`config.mk`:
```
export PLATFORM = sky130hd
export DESIGN_NAME = inst_decode
export DESIGN_NICKNAME = d
export VERILOG_FILES = /design/src/rtl/inst_decode_pkg.sv /design/src/rtl/inst_decode_dec.sv /design/src/rtl/inst_decode.sv
export SDC_FILE = /design/constraint.sdc
export NUM_CORES = 1
export LEC_CHECK = 0
export BUFFER_PORTS_ARGS = -buffer_cell sky130_fd_sc_hd__buf_4
export CORE_ASPECT_RATIO = 0.5
export CORE_MARGIN = 1.5
export CORE_UTILIZATION = 40
export CTS_CLUSTER_DIAMETER = 120
export DETAILED_ROUTE_END_ITERATION = 8
export PLACE_DENSITY = 0.7
export SLEW_MARGIN = 10
export SYNTH_ARGS = -nofsm -noshare
export SYNTH_HDL_FRONTEND = slang
export SYNTH_SLANG_ARGS = --single-unit
```
`constraint.sdc`:
```
create_clock -name clk -period 4.5 [get_ports clk]
set_input_delay 0.225 -clock clk [delete_from_list [all_inputs] [get_ports clk]]
set_output_delay 0.225 -clock clk [all_outputs]
set_load 0.05 [all_outputs]
```
`src/rtl/inst_decode_pkg.sv`:
```
// Shared RV32I decode definitions: opcodes, bubble encoding, immediate formats
// and the decoded-instruction bundle carried through the ID/EX register.
package inst_decode_pkg;

  localparam logic [6:0] OP_LOAD    = 7'b0000011;
  localparam logic [6:0] OP_STORE   = 7'b0100011;
  localparam logic [6:0] OP_BRANCH  = 7'b1100011;
  localparam logic [6:0] OP_JAL     = 7'b1101111;
  localparam logic [6:0] OP_JALR    = 7'b1100111;
  localparam logic [6:0] OP_LUI     = 7'b0110111;
  localparam logic [6:0] OP_AUIPC   = 7'b0010111;
  localparam logic [6:0] OP_ALU_IMM = 7'b0010011;
  localparam logic [6:0] OP_ALU_REG = 7'b0110011;
  localparam logic [6:0] OP_SYSTEM  = 7'b1110011;

  localparam logic [31:0] NOP_INST_DEF = 32'h0000_0013;

  typedef enum logic [2:0] {
    IMM_R,
    IMM_I,
    IMM_S,
    IMM_B,
    IMM_U,
    IMM_J
  } imm_type_e;

  typedef struct packed {
    logic [4:0]  rd;
    logic [4:0]  rs1;
    logic [4:0]  rs2;
    logic [2:0]  funct3;
    logic [6:0]  funct7;
    logic [31:0] imm;
    logic        is_load;
    logic        is_store;
    logic        is_branch;
    logic        is_jal;
    logic        is_jalr;
    logic        is_lui;
    logic        is_auipc;
    logic        is_alu_imm;
    logic        is_alu_reg;
    logic        is_system;
    logic        illegal;
    logic        reg_we;
  } dec_t;

  function automatic logic [31:0] gen_imm(input logic [31:0] inst, input imm_type_e t);
    logic [31:0] imm;
    imm = '0;
    case (t)
      IMM_I:   imm = {{20{inst[31]}}, inst[31:20]};
      IMM_S:   imm = {{20{inst[31]}}, inst[31:25], inst[11:7]};
      IMM_B:   imm = {{19{inst[31]}}, inst[31], inst[7], inst[30:25], inst[11:8], 1'b0};
      IMM_U:   imm = {inst[31:12], 12'b0};
      IMM_J:   imm = {{11{inst[31]}}, inst[31], inst[19:12], inst[20], inst[30:21], 1'b0};
      default: imm = '0;
    endcase
    return imm;
  endfunction

endpackage

```
`src/rtl/inst_decode_dec.sv`:
```
// rv32i_dec: purely combinational RV32I field/immediate/class decode.
// Zero latency; no flow control (pure function of inst).
module rv32i_dec
  import inst_decode_pkg::*;
(
  input  logic [31:0] inst,
  output dec_t        dec,
  output logic        uses_rs1,
  output logic        uses_rs2
);

  imm_type_e itype;

  always_comb begin
    dec        = '0;
    itype      = IMM_R;
    uses_rs1   = 1'b0;
    uses_rs2   = 1'b0;
    dec.rd     = inst[11:7];
    dec.rs1    = inst[19:15];
    dec.rs2    = inst[24:20];
    dec.funct3 = inst[14:12];
    dec.funct7 = inst[31:25];
    case (inst[6:0])
      OP_LOAD:    begin dec.is_load    = 1'b1; uses_rs1 = 1'b1; itype = IMM_I; end
      OP_STORE:   begin dec.is_store   = 1'b1; uses_rs1 = 1'b1; uses_rs2 = 1'b1; itype = IMM_S; end
      OP_BRANCH:  begin dec.is_branch  = 1'b1; uses_rs1 = 1'b1; uses_rs2 = 1'b1; itype = IMM_B; end
      OP_JAL:     begin dec.is_jal     = 1'b1; itype = IMM_J; end
      OP_JALR:    begin dec.is_jalr    = 1'b1; uses_rs1 = 1'b1; itype = IMM_I; end
      OP_LUI:     begin dec.is_lui     = 1'b1; itype = IMM_U; end
      OP_AUIPC:   begin dec.is_auipc   = 1'b1; itype = IMM_U; end
      OP_ALU_IMM: begin dec.is_alu_imm = 1'b1; uses_rs1 = 1'b1; itype = IMM_I; end
      OP_ALU_REG: begin dec.is_alu_reg = 1'b1; uses_rs1 = 1'b1; uses_rs2 = 1'b1; end
      OP_SYSTEM:  begin dec.is_system  = 1'b1; itype = IMM_I; end
      default:    dec.illegal = 1'b1;
    endcase
    dec.imm = gen_imm(inst, itype);
    // Only classes that produce a result write rd, and x0 is never written.
    dec.reg_we = (dec.rd != 5'd0) &
                 (dec.is_load | dec.is_jal | dec.is_jalr | dec.is_lui |
                  dec.is_auipc | dec.is_alu_imm | dec.is_alu_reg);
  end

endmodule

```
`src/rtl/inst_decode.sv`:
```
// ID stage: decodes fetch output into the ID/EX register (1-cycle latency).
// Load-use hazard holds fetch one cycle and inserts a bubble; an EX jump squashes.
module inst_decode #(
  parameter logic [31:0] NOP_INST = inst_decode_pkg::NOP_INST_DEF,
  parameter bit          PERF_EN  = 1'b1
) (
  input  logic        clk,
  input  logic        rst,
  input  logic [31:0] if_pc,
  input  logic [31:0] if_inst,
  input  logic        jmp_vld,
  output logic        hold_IF,
  output logic        id_vld,
  output logic [31:0] id_pc,
  output logic [31:0] id_inst,
  output logic [4:0]  id_rd,
  output logic [4:0]  id_rs1,
  output logic [4:0]  id_rs2,
  output logic [2:0]  id_funct3,
  output logic [6:0]  id_funct7,
  output logic [31:0] id_imm,
  output logic        id_is_load,
  output logic        id_is_store,
  output logic        id_is_branch,
  output logic        id_is_jal,
  output logic        id_is_jalr,
  output logic        id_is_lui,
  output logic        id_is_auipc,
  output logic        id_is_alu_imm,
  output logic        id_is_alu_reg,
  output logic        id_is_system,
  output logic        id_illegal,
  output logic        id_reg_we,
  output logic [31:0] perf_dec_cnt,
  output logic [31:0] perf_stall_cnt
);
  import inst_decode_pkg::*;

  dec_t dec;
  dec_t id_q;
  logic uses_rs1;
  logic uses_rs2;
  logic hazard;

  rv32i_dec u_dec (
    .inst     (if_inst),
    .dec      (dec),
    .uses_rs1 (uses_rs1),
    .uses_rs2 (uses_rs2)
  );

  // The load sits in the ID/EX register; the consumer is the word fetch presents now.
  assign hazard = id_vld & id_q.is_load & (id_q.rd != 5'd0) &
                  ((uses_rs1 & (dec.rs1 == id_q.rd)) | (uses_rs2 & (dec.rs2 == id_q.rd)));

  assign hold_IF = ~rst & ~jmp_vld & hazard;

  always_ff @(posedge clk or posedge rst) begin
    if (rst) begin
      id_vld         <= 1'b0;
      id_pc          <= '0;
      id_inst        <= NOP_INST;
      id_q           <= '0;
      perf_dec_cnt   <= '0;
      perf_stall_cnt <= '0;
    end else if (jmp_vld || hazard) begin
      id_vld  <= 1'b0;
      id_pc   <= if_pc;
      id_inst <= NOP_INST;
      id_q    <= '0;
      if (PERF_EN && !jmp_vld) perf_stall_cnt <= perf_stall_cnt + 32'd1;
    end else begin
      id_vld  <= 1'b1;
      id_pc   <= if_pc;
      id_inst <= if_inst;
      id_q    <= dec;
      if (PERF_EN) perf_dec_cnt <= perf_dec_cnt + 32'd1;
    end
  end

  assign id_rd         = id_q.rd;
  assign id_rs1        = id_q.rs1;
  assign id_rs2        = id_q.rs2;
  assign id_funct3     = id_q.funct3;
  assign id_funct7     = id_q.funct7;
  assign id_imm        = id_q.imm;
  assign id_is_load    = id_q.is_load;
  assign id_is_store   = id_q.is_store;
  assign id_is_branch  = id_q.is_branch;
  assign id_is_jal     = id_q.is_jal;
  assign id_is_jalr    = id_q.is_jalr;
  assign id_is_lui     = id_q.is_lui;
  assign id_is_auipc   = id_q.is_auipc;
  assign id_is_alu_imm = id_q.is_alu_imm;
  assign id_is_alu_reg = id_q.is_alu_reg;
  assign id_is_system  = id_q.is_system;
  assign id_illegal    = id_q.illegal;
  assign id_reg_we     = id_q.reg_we;

endmodule

```
==> impl_metrics.ini <==
[critical_path]
cp_slowest_stage_delay_ns = 0.60
critPathSlowestCell = nor4_1
setup.worst_path.class = register to primary output
critPathBufInv = 1
cp_top_family = simple AND/OR/NAND/NOR gates
crit_chain = xnor2_1, nand4_1, nor4_1, o211ai_2, nor2_1, buf_4
crit_fanout = 16
cp.arrival_ns = 2.68
reg2reg_slack_ns = 1.71
critPathCaptureType = primary output
worst_setup_path_start_kind = register
required_ns = 4.28

[route]
ant_nets = 0
dr_total_vias = 5605
via_per_inst = 4.97
drtIter0Drc = 399
dr.pass1.iters = 5
wl_per_cell_um = 16.8
drc = 0
finalWirelength_um = 19000

[floorplan]
die_h_um = 96.8
rows = 34
die-area_um2 = 18400
core_um2 = 17300
fp.dieW_um = 191
io_pins = 266
start_util = 0.407

[place]
numPlacedInstances = 1064
hpwlAfterDp_um = 13200
placed_area_um2 = 9050
io_buffers = 265
place.gp.congestion = 0.832

[job]
maxCapViolations = 0

[clock_tree]
htree_levels = 4
cts-hold-fix-buffers = 32
root_buffer = clkbuf_16
cts_tree = yes
clk_path_buf_depth = 2
clk_pin_slew_ns = 0.08
cts_resized = 0
clock_sinks = 173
numCtsBuffers = 17
post_cts_buffers = 0
clock_latency_ns = 0.42

[synth]
yosys.area.top_type = dfrtp_1
synth_fa_ha_area_frac = 0.00356
synth_ff_type = dfrtp_1
synth_nets = 683
synth_seq_cells = 173
synth-edff-count = 0
synthMuxAreaShare = 0.00320
syn_inst = 614
yosys.area_share.xor_xnor = 0.0909
synth_simple_gate_area_frac = 0.198
ys_types = 51
ys_top_cells_by_area = dfrtp_1 (60%), xor2_1 (6.2%), and3_1 (3.4%), nand2_1 (3.1%), buf_4 (3.0%)
avgSynthCellArea_um2 = 11.5
synth_top_family_by_area = simple AND/OR/NAND/NOR gates
ys_warn_count = 0
syn_area_um2 = 7030
synth-compound-area-share = 0.0390
synth_top_cell_area_share = 0.605
async_reset_ff_frac = 1.00
yosysSeqAreaShare = 0.616

[power_and_ir_drop]
powerDensity_nw_per_um2 = 385
power.leakage_nw = 5.09
peakVddDrop_uv = 401

[global_routing]
grt_pass1_vias = 5622
track_usage = 0.209
antenna_found_initial = 0
globalRouteOverflowTotal = 0
grt_max_degree = 174
grt_pass1_wl_um = 30000

[timing]
tightest_slew_ns = 1.02
max_freq_ghz = 0.345
rsz0062_at_grt = no
skew_ns = 0.0119
drv_slew = 0
relSlewSlack = 0.321
min_period_over_period = 0.645
setup_viol = 0
period_needed_ns = 2.90
hold_viol = 0
fin_tns_setup_ns = 0

[cells_and_area]
drive_gt1_frac = 0.355
instances_no_fill = 1128
design_area_um2 = 9990
diodes = 0
syn_to_final_growth_pct = 42.0
fin_nets = 950
nFillCells = 1487

[worst_hold_path]
hp-class = input pin to register

[status]
outcome = finished, final reports clean
routing by layer:
metal | global-route usage | routed length [um] | vias to the layer above | share of wire
met5 | 0 | 0 | - | 0
met4 | 0.0672 | 297 | 0 | 0.016
met3 | 0.0396 | 741 | 22 | 0.039
met2 | 0.364 | 9860 | 148 | 0.52
met1 | 0.264 | 8070 | 2823 | 0.43
li1 | - | - | 2612 | -
worst reg2reg max path: cells and delay by family, from the launching register on:
family	cells	cell delay, ns
AND/OR/NAND/NOR	3	0.91
AO/OA/AOI/OAI	1	0.86
flip-flops	1	0.45
XOR/XNOR	2	0.42
cells by family after synthesis:
logic type | Yosys count
AOI/OAI and AO/OA | 46
buffers and inverters | 62
and+or+nand+nor | 256
adders and majority gates | 2
DFF | 173
xor gates and xnor gates | 73
muxes | 2
layout by cell type (no fill, tap or decap), drive strengths merged, types with 5 or more instances in the layout:
cell type,n
nor4,15
nor4b,7
dlygate4sd3,32
dfrtp,170
nand2,59
a21oi,27
clkbuf,17
nand4,16
and2,10
xnor2,23
nor2,33
inv,17
nor3,26
xor2,50
buf,268
and3,38
nand3,28
or3,5
o21ai,6
metrics by stage:
stage | utilization | total power, W | setup slack, ns | hold WS (ns)
floorplan | - | 0.00211 | 1.77 | 0.256
finish | 0.578 | 0.00385 | 1.60 | 0.0293
detailed placement | 0.524 | 0.00232 | 1.66 | 0.335
global placement | 0.524 | 0.00231 | 1.73 | 0.335
global route | 0.578 | 0.00399 | 1.31 | 0.0161
CTS | 0.578 | 0.00389 | 1.59 | 0.00947
report_power, final:
group	switching, W	internal (W)
combinational	0.000437	0.000203
clock	0.000682	0.000851
sequential	0.0000603	0.00162
total	0.00118	0.00267
cell usage after synthesis, types with 2 or more instances:
cell	count
nand4_1	16
o21a_1	2
mux2_2	2
nand2b_1	2
nor4b_1	7
a21oi_1	27
buf_1	2
nor4_1	13
nor3b_1	4
nand2_1	58
nor2b_1	2
buf_2	7
dfstp_2	3
nor3_1	25
xnor2_1	23
and4_1	3
o21ai_1	2
dfrtp_1	170
buf_4	28
and3_1	38
o21ai_0	4
xor2_1	50
and2_1	10
nor2_1	33
nand3_1	28
or4_1	2
ha_1	2
clkbuf_1	15
nand3b_1	2
inv_1	9
or3_1	5
cell type report:
class,instances,area (um^2),share of cell area
inverter,10,41.3,0.00413
clock buffer,17,425,0.0426
sequential,173,4330,0.434
clock inverter,15,195,0.0195
multi-input combinational,379,2360,0.236
timing repair buffer,300,2340,0.235
tap,234,293,0.0293
worst paths after layout:
kind	from	end	cells after the start
max in group asynchronous	rst	id_inst[11]$_DFF_PP0_	3
worst min register to register	perf_stall_cnt[31]$_DFFE_PP0P_	perf_stall_cnt[31]$_DFFE_PP0P_	1
worst min-delay path	if_inst[26]	id_imm[6]$_DFF_PP0_	2
worst max-delay path	id_rd[2]$_DFF_PP0_	hold_IF	6
min in group asynchronous	rst	perf_stall_cnt[15]$_DFFE_PP0P_	3
worst max register to register	id_rd[2]$_DFF_PP0_	perf_dec_cnt[19]$_DFFE_PP0P_	6
Power figures use the tool's default switching activity.
